## src/rtl/load_store_unit_if.sv

```systemverilog
// Data-memory bus between the load/store unit (master) and memory (slave).
// The LSU holds dmem_req_out high until dmem_ack_in. Read data is valid with the ack.
interface load_store_unit_if;
  logic        dmem_req_out;
  logic        dmem_we_out;
  logic [31:0] dmem_addr_out;
  logic [31:0] dmem_wdata_out;
  logic [3:0]  dmem_wmask_out;
  logic [31:0] dmem_rdata_in;
  logic        dmem_ack_in;

  modport master (
    output dmem_req_out, dmem_we_out, dmem_addr_out, dmem_wdata_out, dmem_wmask_out,
    input  dmem_rdata_in, dmem_ack_in
  );

  modport slave (
    input  dmem_req_out, dmem_we_out, dmem_addr_out, dmem_wdata_out, dmem_wmask_out,
    output dmem_rdata_in, dmem_ack_in
  );
endinterface

```

## src/rtl/load_store_unit.sv

```systemverilog
// Memory-access stage. It runs one bus transaction for each load or store, stalls
// the pipeline while that transaction is in flight, and returns the extended load
// result. Misaligned or illegal accesses never reach the bus.
module load_store_unit #(
  parameter int unsigned TIMEOUT_CYCLES = 255
) (
  input  logic              clk_in,
  input  logic              rst_in,
  input  logic              valid_in,
  input  logic              load_in,
  input  logic              store_in,
  input  logic [31:0]       addr_in,
  input  logic [31:0]       store_data_in,
  input  logic [1:0]        load_size_in,
  input  logic              load_unsigned_in,
  output logic              stall_out,
  load_store_unit_if.master dmem,
  output logic [31:0]       load_data_out,
  output logic              load_valid_out,
  output logic              store_done_out,
  output logic              misaligned_out,
  output logic              bus_err_out
);
  localparam logic [1:0]  IDLE    = 2'd0;
  localparam logic [1:0]  REQ     = 2'd1;
  localparam logic [1:0]  DONE    = 2'd2;
  localparam logic [15:0] TO_LAST = 16'(TIMEOUT_CYCLES - 1);

  logic [1:0]  state;
  logic [15:0] to_cnt;
  logic        op_load, op_uns;
  logic [1:0]  op_size, op_lane;
  logic        we_q;
  logic [31:0] addr_q, wdata_q;
  logic [3:0]  wmask_q;

  logic        accept, aligned;
  logic [3:0]  mask_nxt;
  logic [31:0] wdata_nxt;
  logic [7:0]  ld_byte;
  logic [15:0] ld_half;
  logic [31:0] ext_data;

  assign accept    = (state == IDLE) & valid_in & (load_in | store_in);
  assign stall_out = (accept & aligned) | (state == REQ);

  // The bus outputs come from registers captured at accept, so they stay constant during REQ.
  assign dmem.dmem_req_out   = (state == REQ);
  assign dmem.dmem_we_out    = we_q;
  assign dmem.dmem_addr_out  = addr_q;
  assign dmem.dmem_wdata_out = wdata_q;
  assign dmem.dmem_wmask_out = wmask_q;

  // Natural-alignment check. Size 11 and simultaneous load+store are treated as illegal.
  always_comb begin
    aligned = 1'b0;
    case (load_size_in)
      2'b00:   aligned = 1'b1;
      2'b01:   aligned = ~addr_in[0];
      2'b10:   aligned = (addr_in[1:0] == 2'b00);
      default: aligned = 1'b0;
    endcase
    if (load_in & store_in) aligned = 1'b0;
  end

  // Byte-lane enables and store-data replication. A read gets an empty mask.
  always_comb begin
    mask_nxt  = 4'b1111;
    wdata_nxt = store_data_in;
    case (load_size_in)
      2'b00: begin
        mask_nxt  = 4'b0001 << addr_in[1:0];
        wdata_nxt = {4{store_data_in[7:0]}};
      end
      2'b01: begin
        mask_nxt  = addr_in[1] ? 4'b1100 : 4'b0011;
        wdata_nxt = {2{store_data_in[15:0]}};
      end
      default: ;
    endcase
    if (!store_in) mask_nxt = 4'b0000;
  end

  // Select the addressed lane of the read data, then sign- or zero-extend it.
  always_comb begin
    case (op_lane)
      2'd0:    ld_byte = dmem.dmem_rdata_in[7:0];
      2'd1:    ld_byte = dmem.dmem_rdata_in[15:8];
      2'd2:    ld_byte = dmem.dmem_rdata_in[23:16];
      default: ld_byte = dmem.dmem_rdata_in[31:24];
    endcase
    ld_half = op_lane[1] ? dmem.dmem_rdata_in[31:16] : dmem.dmem_rdata_in[15:0];
    case (op_size)
      2'b00:   ext_data = {{24{~op_uns & ld_byte[7]}}, ld_byte};
      2'b01:   ext_data = {{16{~op_uns & ld_half[15]}}, ld_half};
      default: ext_data = dmem.dmem_rdata_in;
    endcase
  end

  // FSM IDLE -> REQ -> DONE -> IDLE. Status pulses are registered, so each one is high for exactly the DONE cycle.
  always_ff @(posedge clk_in or posedge rst_in) begin
    if (rst_in) begin
      state          <= IDLE;
      to_cnt         <= '0;
      op_load        <= 1'b0;
      op_uns         <= 1'b0;
      op_size        <= 2'b00;
      op_lane        <= 2'b00;
      we_q           <= 1'b0;
      addr_q         <= '0;
      wdata_q        <= '0;
      wmask_q        <= '0;
      load_data_out  <= '0;
      load_valid_out <= 1'b0;
      store_done_out <= 1'b0;
      misaligned_out <= 1'b0;
      bus_err_out    <= 1'b0;
    end else begin
      load_valid_out <= 1'b0;
      store_done_out <= 1'b0;
      misaligned_out <= 1'b0;
      bus_err_out    <= 1'b0;
      case (state)
        IDLE: begin
          if (accept) begin
            if (aligned) begin
              state   <= REQ;
              to_cnt  <= '0;
              op_load <= load_in;
              op_uns  <= load_unsigned_in;
              op_size <= load_size_in;
              op_lane <= addr_in[1:0];
              we_q    <= store_in;
              addr_q  <= {addr_in[31:2], 2'b00};
              wdata_q <= wdata_nxt;
              wmask_q <= mask_nxt;
            end else begin
              misaligned_out <= 1'b1;
            end
          end
        end
        REQ: begin
          // An ack in the final allowed cycle still completes normally.
          if (dmem.dmem_ack_in) begin
            state          <= DONE;
            load_valid_out <= op_load;
            store_done_out <= ~op_load;
            if (op_load) load_data_out <= ext_data;
          end else if (to_cnt == TO_LAST) begin
            state          <= DONE;
            bus_err_out    <= 1'b1;
            load_valid_out <= op_load;
            store_done_out <= ~op_load;
            if (op_load) load_data_out <= '0;
          end else begin
            to_cnt <= to_cnt + 16'd1;
          end
        end
        default: state <= IDLE;
      endcase
    end
  end
endmodule

```

## src/flat_wrapper.sv

```systemverilog
// flat-port wrapper written by rule: the top's interface ports become plain ports
module load_store_unit_flat 
#(
  parameter int unsigned TIMEOUT_CYCLES = 255
)
  (clk_in, rst_in, valid_in, load_in, store_in, addr_in, store_data_in, load_size_in, load_unsigned_in, stall_out, load_data_out, load_valid_out, store_done_out, misaligned_out, bus_err_out, dmem_dmem_req_out, dmem_dmem_we_out, dmem_dmem_addr_out, dmem_dmem_wdata_out, dmem_dmem_wmask_out, dmem_dmem_rdata_in, dmem_dmem_ack_in);
  load_store_unit_if dmem_i ();
  input  logic clk_in;
  input  logic rst_in;
  input  logic valid_in;
  input  logic load_in;
  input  logic store_in;
  input  logic [31:0] addr_in;
  input  logic [31:0] store_data_in;
  input  logic [1:0] load_size_in;
  input  logic load_unsigned_in;
  output logic stall_out;
  output logic [31:0] load_data_out;
  output logic load_valid_out;
  output logic store_done_out;
  output logic misaligned_out;
  output logic bus_err_out;
  output wire logic [$bits(dmem_i.dmem_req_out)-1:0] dmem_dmem_req_out;
  output wire logic [$bits(dmem_i.dmem_we_out)-1:0] dmem_dmem_we_out;
  output wire logic [$bits(dmem_i.dmem_addr_out)-1:0] dmem_dmem_addr_out;
  output wire logic [$bits(dmem_i.dmem_wdata_out)-1:0] dmem_dmem_wdata_out;
  output wire logic [$bits(dmem_i.dmem_wmask_out)-1:0] dmem_dmem_wmask_out;
  input wire logic [$bits(dmem_i.dmem_rdata_in)-1:0] dmem_dmem_rdata_in;
  input wire logic [$bits(dmem_i.dmem_ack_in)-1:0] dmem_dmem_ack_in;
  assign dmem_dmem_req_out = dmem_i.dmem_req_out;
  assign dmem_dmem_we_out = dmem_i.dmem_we_out;
  assign dmem_dmem_addr_out = dmem_i.dmem_addr_out;
  assign dmem_dmem_wdata_out = dmem_i.dmem_wdata_out;
  assign dmem_dmem_wmask_out = dmem_i.dmem_wmask_out;
  assign dmem_i.dmem_rdata_in = dmem_dmem_rdata_in;
  assign dmem_i.dmem_ack_in = dmem_dmem_ack_in;
  load_store_unit #(.TIMEOUT_CYCLES(TIMEOUT_CYCLES)) u_core (.clk_in(clk_in), .rst_in(rst_in), .valid_in(valid_in), .load_in(load_in), .store_in(store_in), .addr_in(addr_in), .store_data_in(store_data_in), .load_size_in(load_size_in), .load_unsigned_in(load_unsigned_in), .stall_out(stall_out), .dmem(dmem_i), .load_data_out(load_data_out), .load_valid_out(load_valid_out), .store_done_out(store_done_out), .misaligned_out(misaligned_out), .bus_err_out(bus_err_out));
endmodule
```

## config.mk

```make
export PLATFORM = sky130hd
export DESIGN_NAME = load_store_unit_flat
export DESIGN_NICKNAME = d
export VERILOG_FILES = /design/src/rtl/load_store_unit_if.sv /design/src/rtl/load_store_unit.sv /design/src/flat_wrapper.sv
export SDC_FILE = /design/constraint.sdc
export NUM_CORES = 1
export LEC_CHECK = 0
export CAP_MARGIN = 25
export CORE_ASPECT_RATIO = 0.7
export CORE_MARGIN = 5
export CORE_UTILIZATION = 35
export DETAILED_ROUTE_END_ITERATION = 10
export MAX_ROUTING_LAYER = met4
export PLACE_DENSITY = 0.67
export REMOVE_ABC_BUFFERS = 1
export SLEW_MARGIN = 15
export SYNTH_ARGS = -nofsm -noshare
export SYNTH_HDL_FRONTEND = slang
export SYNTH_SLANG_ARGS = --single-unit
```

## constraint.sdc

```tcl
create_clock -name clk_in -period 4.2 [get_ports clk_in]
set_input_delay 0.84 -clock clk_in [delete_from_list [all_inputs] [get_ports clk_in]]
set_output_delay 0.84 -clock clk_in [all_outputs]
set_load 0.1 [all_outputs]
```

==> results of run 1 <==
-- placed cells by master, fill, tap and decap left out, drive strengths merged, types with 2 or more instances in the layout --
cell,synthesis,final
a21oi,17,17
a221o,16,16
a32o,9,9
and2,3,3
and3,5,5
and4,2,2
and4bb,2,2
buf,22,6
bufinv,0,2
clkbuf,19,19
clkdlybuf4s50,0,208
clkinv,0,4
clkinvlp,0,2
conb,1,2
dfrtp,127,127
ha,2,2
inv,9,14
mux2,8,8
mux2i,26,26
nand2,183,183
nand2b,13,13
nand3,5,5
nand4,9,9
nor2,32,32
nor3,4,4
nor3b,2,2
nor4,5,5
o211ai,4,4
o21ai,42,42
o221ai,7,7
o2bb2ai,7,7
o311ai,2,2
o31ai,3,3
or2,2,2
or3,5,5
or4,2,2
xnor2,3,3
-- worst max path at each step --
stage | start | endpoint
4_1_cts | u_core.state[1] | dmem_dmem_req_out
6_report | store_in | stall_out
3_3_place_gp | load_size_in[0] | u_core.to_cnt[3]
3_5_place_dp | load_size_in[0] | u_core.to_cnt[4]
5_1_grt | store_in | stall_out
2_1_floorplan | addr_in[0] | stall_out
-- cell families (layout without fill, tap and decap cells) --
logic type	count (synthesis)	after routing	share of synthesized area [%]
flip-flops	127	127	53.56
AO/OA/AOI/OAI	111	111	13.45
AND/OR/NAND/NOR	279	279	21.17
other	1	3	0.06320
buffers and inverters	50	255	4.281
XOR/XNOR	4	4	0.5906
multiplexers	35	35	6.284
adder cells (fa/ha/maj)	3	3	0.5904
-- final cells by class --
cell class / count / area [um2] / area share [%]
Multi-Input combinational cell: 434 / 2532 / 28.82
Clock inverter: 13 / 150.1 / 1.708
Timing Repair Buffer: 214 / 2152 / 24.49
Sequential cell: 127 / 3178 / 36.16
Clock buffer: 19 / 452.9 / 5.154
Tap cell: 225 / 281.5 / 3.203
Antenna cell: 1 / 2.502 / 0.02847
Inverter: 9 / 38.79 / 0.4413
-- power by group through the flow --
stage	sequential [mW]	clock, mW	combinational [mW]
finish	1.90	1.52	4.25
global route	1.95	1.60	4.40
CTS	1.90	1.55	4.27
detailed placement	1.91	0	4.26
global placement	1.89	0	4.24
floorplan	4.46	0	0.565
-- flip-flops by register name, indices dropped and copies added, names as in the netlist, 2 cells and up --
| signal | cells |
|---|---|
| u_core.load_data_out | 32 |
| u_core.to_cnt | 16 |
| u_core.op_lane | 2 |
| u_core.state | 2 |
| u_core.op_size | 2 |
| u_core.dmem.dmem_addr_out | 30 |
| u_core.dmem.dmem_wdata_out | 32 |
| u_core.dmem.dmem_wmask_out | 4 |
-- metal layers --
metal / up-vias / wire (um) / GRT usage [%]
li1: 2507 / - / -
met1: 2514 / 8408 / 24.57
met2: 193 / 8032 / 28.19
met3: 19 / 1976 / 9.735
met4: 0 / 216 / 4.740
met5: - / 0 / -
-- per-stage QoR --
step           instance area (um2)  utilization [%]
3_5_place_dp                  8183            49.61
2_1_floorplan                 5719                -
4_1_cts                       8786            53.27
6_report                      8788            53.28
3_3_place_gp                  8183            49.61
5_1_grt                       8788            53.28
-- worst max-delay path, cell delays in order --
cell and delay (ns):
clkdlybuf4s50_1 0.62, xor2_1 0.31, o2111ai_4 0.18, nand2_1 0.14, buf_12 0.18
==> impl_metrics.env, run 1 <==
export IMPL_globalplace_congestion=0.8534
export IMPL_status="completed"
export IMPL_maxCapViolCount=0
export IMPL_reg2reg_depth=6
export IMPL_rsz0062_at_grt="false"
export IMPL_die_area_mm2=0.01970
export IMPL_synth_yosys_seq_area_share_pct=53.56
export IMPL_ys_types=59
export IMPL_grt_max_degree=109
export IMPL_hp_start="u_core.dmem.dmem_addr_out[26]"
export IMPL_synth_seq_cells=127
export IMPL_combinationalPowerShare_pct=55.4
export IMPL_track_usage_pct=19.50
export IMPL_synthCells=610
export IMPL_cts_resized=0
export IMPL_initial_core_util_pct=35.97
export IMPL_rr_startpoint="u_core.to_cnt[0]"
export IMPL_ant_nets=0
export IMPL_maxClockFrequency_mhz=320.4
export IMPL_fin_ws_ns=1.079
export IMPL_slew_headroom_pct=28.79
export IMPL_root_buffer="clkbuf_16"
export IMPL_timing_hold_ws_ns=0.4725
export IMPL_synth_top_cell_area_share_pct=53.56
export IMPL_internal_power_mw=3.504
export IMPL_setup_tns_ns=0
export IMPL_drv_slew=0
export IMPL_hold_viol=0
export IMPL_tightestPinTransition_ns=1.065
export IMPL_power_frac_clock_pct=19.8
export IMPL_switching_power_mw=4.162
export IMPL_reg2reg_setup_slack_ns=1.71
export IMPL_r2r_end="u_core.load_data_out[16]"
export IMPL_dr_first_iter_drc_count=327
export IMPL_end_kind="output pin"
export IMPL_portBuffers=209
export IMPL_critPathLaunchType="input pin"
export IMPL_synth_avg_cell_area_um2=9.727
export IMPL_pwr_share_seq_pct=24.8
export IMPL_power_density_mw_per_mm2=872.3
export IMPL_peakVddDrop_uv=550.2
export IMPL_numCtsBuffers=17
export IMPL_hpwl_mm=13.23
export IMPL_grt_pass1_wl_mm=30.15
export IMPL_hold_path_class="reg2reg"
export IMPL_hold_path_end="u_core.dmem.dmem_addr_out[26]"
export IMPL_die_h_um=118.9
export IMPL_synth_top_area_cell="dfrtp_1"
export IMPL_clock_latency_ns=0.42
export IMPL_cts_max_level=4
export IMPL_nNetsFinal=910
export IMPL_fin_total_pwr_mw=7.666
export IMPL_drive_gt1_share_pct=7.721
export IMPL_antenna_found_initial=1
export IMPL_drt_pre_antenna_iters=5
export IMPL_drc=0
export IMPL_pre_cts_ws_ns=0.9661
export IMPL_path_class="in2out"
export IMPL_vias=5233
export IMPL_syn_to_final_growth_pct=48.12
export IMPL_setup_viol=0
export IMPL_vias_per_cell=5.022
export IMPL_std_cell_rows=39
export IMPL_clk_path_buf_depth=2
export IMPL_yosysMostFrequentCell="nand2_1"
export IMPL_min_delay_path_depth=2
export IMPL_leakagePower_nw=3.869
export IMPL_period_share_pct=74.32
export IMPL_grt_pass1_vias=5490
export IMPL_synth_commonest_cells="183 x nand2_1, 127 x dfrtp_1, 41 x o21ai_0, 32 x nor2_1, 26 x mux2i_1"
export IMPL_arrival_ns=2.28
export IMPL_die_width_um=165.6
export IMPL_synthesis_area_mm2=0.005933
export IMPL_coreArea_mm2=0.01649
export IMPL_clock_sinks=127
export IMPL_p_sw_share_pct=54.29
export IMPL_postCtsHoldBufs=0
export IMPL_synth_area_leaders="dfrtp_1 54%, nand2_1 12%, mux2i_1 4.4%, o21ai_0 3.5%, a221o_1 2.7%"
export IMPL_postCtsSetupRepairBufs=0
export IMPL_n_fill_cell=1497
export IMPL_yosys_warnings=0
export IMPL_finalClockSkew_ns=0.01093
export IMPL_grt_overflow_total=0
export IMPL_synth_edf_count=0
export IMPL_path_max_fanout=7
export IMPL_clk_pin_slew_ns=0.06
export IMPL_synth_top_flop_cell="dfrtp_1"
export IMPL_cts_tree="built"
export IMPL_wl_per_cell_um=17.88
export IMPL_cp_required_ns=3.36
export IMPL_ios=212
export IMPL_dpl_cell_count=1009
export IMPL_wl_mm=18.63
export IMPL_min_period_ns=3.122
export IMPL_async_reset_ff_share_pct=100.0
export IMPL_stdcell_count=1042
No activity file was read; power rests on OpenSTA's default activity.
==> run 2: changes to the inputs <==
--- a/config.mk
+++ b/config.mk
@@ -11,7 +11,7 @@
 export CORE_UTILIZATION = 35
 export DETAILED_ROUTE_END_ITERATION = 10
 export MAX_ROUTING_LAYER = met4
-export PLACE_DENSITY = 0.67
+export PLACE_DENSITY = 0.64
 export REMOVE_ABC_BUFFERS = 1
 export SLEW_MARGIN = 15
 export SYNTH_ARGS = -nofsm -noshare
==> constraint.sdc (replaced) <==
create_clock -name clk_in -period 3.2 [get_ports clk_in]
set_input_delay 0.64 -clock clk_in [delete_from_list [all_inputs] [get_ports clk_in]]
set_output_delay 0.64 -clock clk_in [all_outputs]
set_load 0.1 [all_outputs]
==> impl_metrics.env, run 2 (synthesis results as in run 1) <==
export IMPL_status="completed"
export IMPL_critPathLaunchType="input pin"
export IMPL_postCtsSetupRepairBufs=0
export IMPL_numCtsBuffers=17
export IMPL_grt_pass1_wl_mm=30.16
export IMPL_setup_viol=0
export IMPL_reg2reg_depth=6
export IMPL_clk_path_buf_depth=2
export IMPL_drv_slew=0
export IMPL_maxCapViolCount=0
export IMPL_die_width_um=165.6
export IMPL_ios=212
export IMPL_design_area_mm2=0.008557
export IMPL_stdcell_count=1045
export IMPL_die_area_mm2=0.01970
export IMPL_fin_total_pwr_mw=9.850
export IMPL_path_max_fanout=8
export IMPL_syn_to_final_growth_pct=44.22
export IMPL_end_kind="output pin"
export IMPL_slew_headroom_pct=35.24
export IMPL_initial_core_util_pct=35.97
export IMPL_internal_power_mw=4.485
export IMPL_arrival_ns=2.17
export IMPL_finalClockSkew_ns=0.01010
export IMPL_reg2reg_setup_slack_ns=0.74
export IMPL_rsz0062_at_grt="false"
export IMPL_p_sw_share_pct=54.47
export IMPL_postCtsHoldBufs=0
export IMPL_period_share_pct=87.84
export IMPL_vias=5345
export IMPL_grt_pass1_vias=5499
export IMPL_tightestPinTransition_ns=0.9668
export IMPL_ant_nets=0
export IMPL_globalplace_congestion=0.8905
export IMPL_drt_pre_antenna_iters=5
export IMPL_cp_required_ns=2.56
export IMPL_rr_startpoint="u_core.to_cnt[0]"
export IMPL_clk_pin_slew_ns=0.06
export IMPL_cp_cell_sequence="clkdlybuf4s50_1 -> a21oi_1 -> o2111ai_4 -> nand2_1 -> buf_12"
export IMPL_slowest_delay_ns=0.60
export IMPL_drc=0
export IMPL_pwr_share_seq_pct=25.4
export IMPL_vias_per_cell=5.115
export IMPL_hp_start="u_core.dmem.dmem_addr_out[25]"
export IMPL_portBuffers=209
export IMPL_wl_mm=18.64
export IMPL_leakagePower_nw=4.029
export IMPL_clock_latency_ns=0.41
export IMPL_grt_max_degree=128
export IMPL_place_area_mm2=0.007949
export IMPL_hold_path_class="reg2reg"
export IMPL_combinationalPowerShare_pct=54.5
export IMPL_dpl_cell_count=1012
export IMPL_power_frac_clock_pct=20.1
export IMPL_critPathTopFamily="buffers and inverters"
export IMPL_antenna_found_initial=1
export IMPL_track_usage_pct=19.38
export IMPL_maxClockFrequency_mhz=355.8
export IMPL_switching_power_mw=5.365
export IMPL_timing_hold_ws_ns=0.4710
export IMPL_hold_path_end="u_core.dmem.dmem_addr_out[25]"
export IMPL_min_delay_path_depth=2
export IMPL_crit_slowest_cell="clkdlybuf4s50_1"
export IMPL_dr_first_iter_drc_count=455
export IMPL_most_common_layout_cells="183 x nand2_1, 127 x dfrtp_1, 110 x buf_4"
export IMPL_final_common_cell="nand2_1"
export IMPL_path_class="in2out"
export IMPL_clock_sinks=127
export IMPL_cts_max_level=4
export IMPL_r2r_end="u_core.load_data_out[18]"
export IMPL_fin_util_pct=51.88
export IMPL_peakVddDrop_uv=825.1
export IMPL_min_period_ns=2.811
export IMPL_root_buffer="clkbuf_16"
export IMPL_nNetsFinal=913
export IMPL_hold_viol=0
export IMPL_wl_per_cell_um=17.84
export IMPL_die_h_um=118.9
export IMPL_power_density_mw_per_mm2=1151
export IMPL_critPathBufInv=2
export IMPL_coreArea_mm2=0.01649
export IMPL_std_cell_rows=39
export IMPL_drive_gt1_share_pct=20.39
export IMPL_cts_tree="built"
export IMPL_hpwl_mm=13.37
export IMPL_cts_resized=0
export IMPL_grt_overflow_total=0
run 2: power by group through the flow:
stage,Clock [mW],Sequential [mW],Combinational (mW)
after CTS,2.02,2.51,5.41
after floorplan,0,5.85,0.741
after detailed placement,0,2.51,5.41
after global placement,0,2.51,5.37
after global routing,2.10,2.58,5.57
final,1.98,2.51,5.37
run 2: per-layer routing:
| metal | share of wire [%] | GRT usage (%) | vias up |
|---|---|---|---|
| li1 | - | - | 2512 |
| met2 | 44 | 27.57 | 223 |
| met1 | 45 | 26.10 | 2595 |
| met3 | 9.6 | 7.815 | 15 |
| met5 | 0 | - | - |
| met4 | 0.81 | 4.328 | 0 |
run 2: area by class of cell:
type / count / area, um2
flip-flops and latches: 127 / 3178
fillers: 1533 / 7936
clock inverters: 7 / 100.1
diodes: 1 / 2.502
well taps: 225 / 281.5
inverters: 9 / 38.79
clock buffers: 25 / 505.5
repair buffers: 217 / 1927
multi-input cells: 434 / 2524
run 2: worst reg2reg max path, delay by kind of cell, from the launching register on:
kind            cells  cell delay (ns)
fa+ha+maj           1             0.17
buf+inv             1             0.08
compound gates      2             0.92
simple gates        2             0.77
flops               1             0.42
run 2: worst max-delay path by stage:
stage	start	end	slack, ns	cells after the start
detailed placement	load_size_in[0]	stall_out	0.37	5
CTS	store_in	stall_out	0.36	5
global placement	load_size_in[0]	stall_out	0.42	5
floorplan	addr_in[0]	stall_out	-1.56	3
global route	load_size_in[0]	stall_out	0.25	5
finish	load_size_in[0]	stall_out	0.39	5
run 2: stage by stage:
stage	setup slack [ns]	TNS, ns
6_report	0.3893	0
2_1_floorplan	-1.563	-107.90
3_3_place_gp	0.4231	0
5_1_grt	0.2540	0
3_5_place_dp	0.3678	0
4_1_cts	0.3626	0
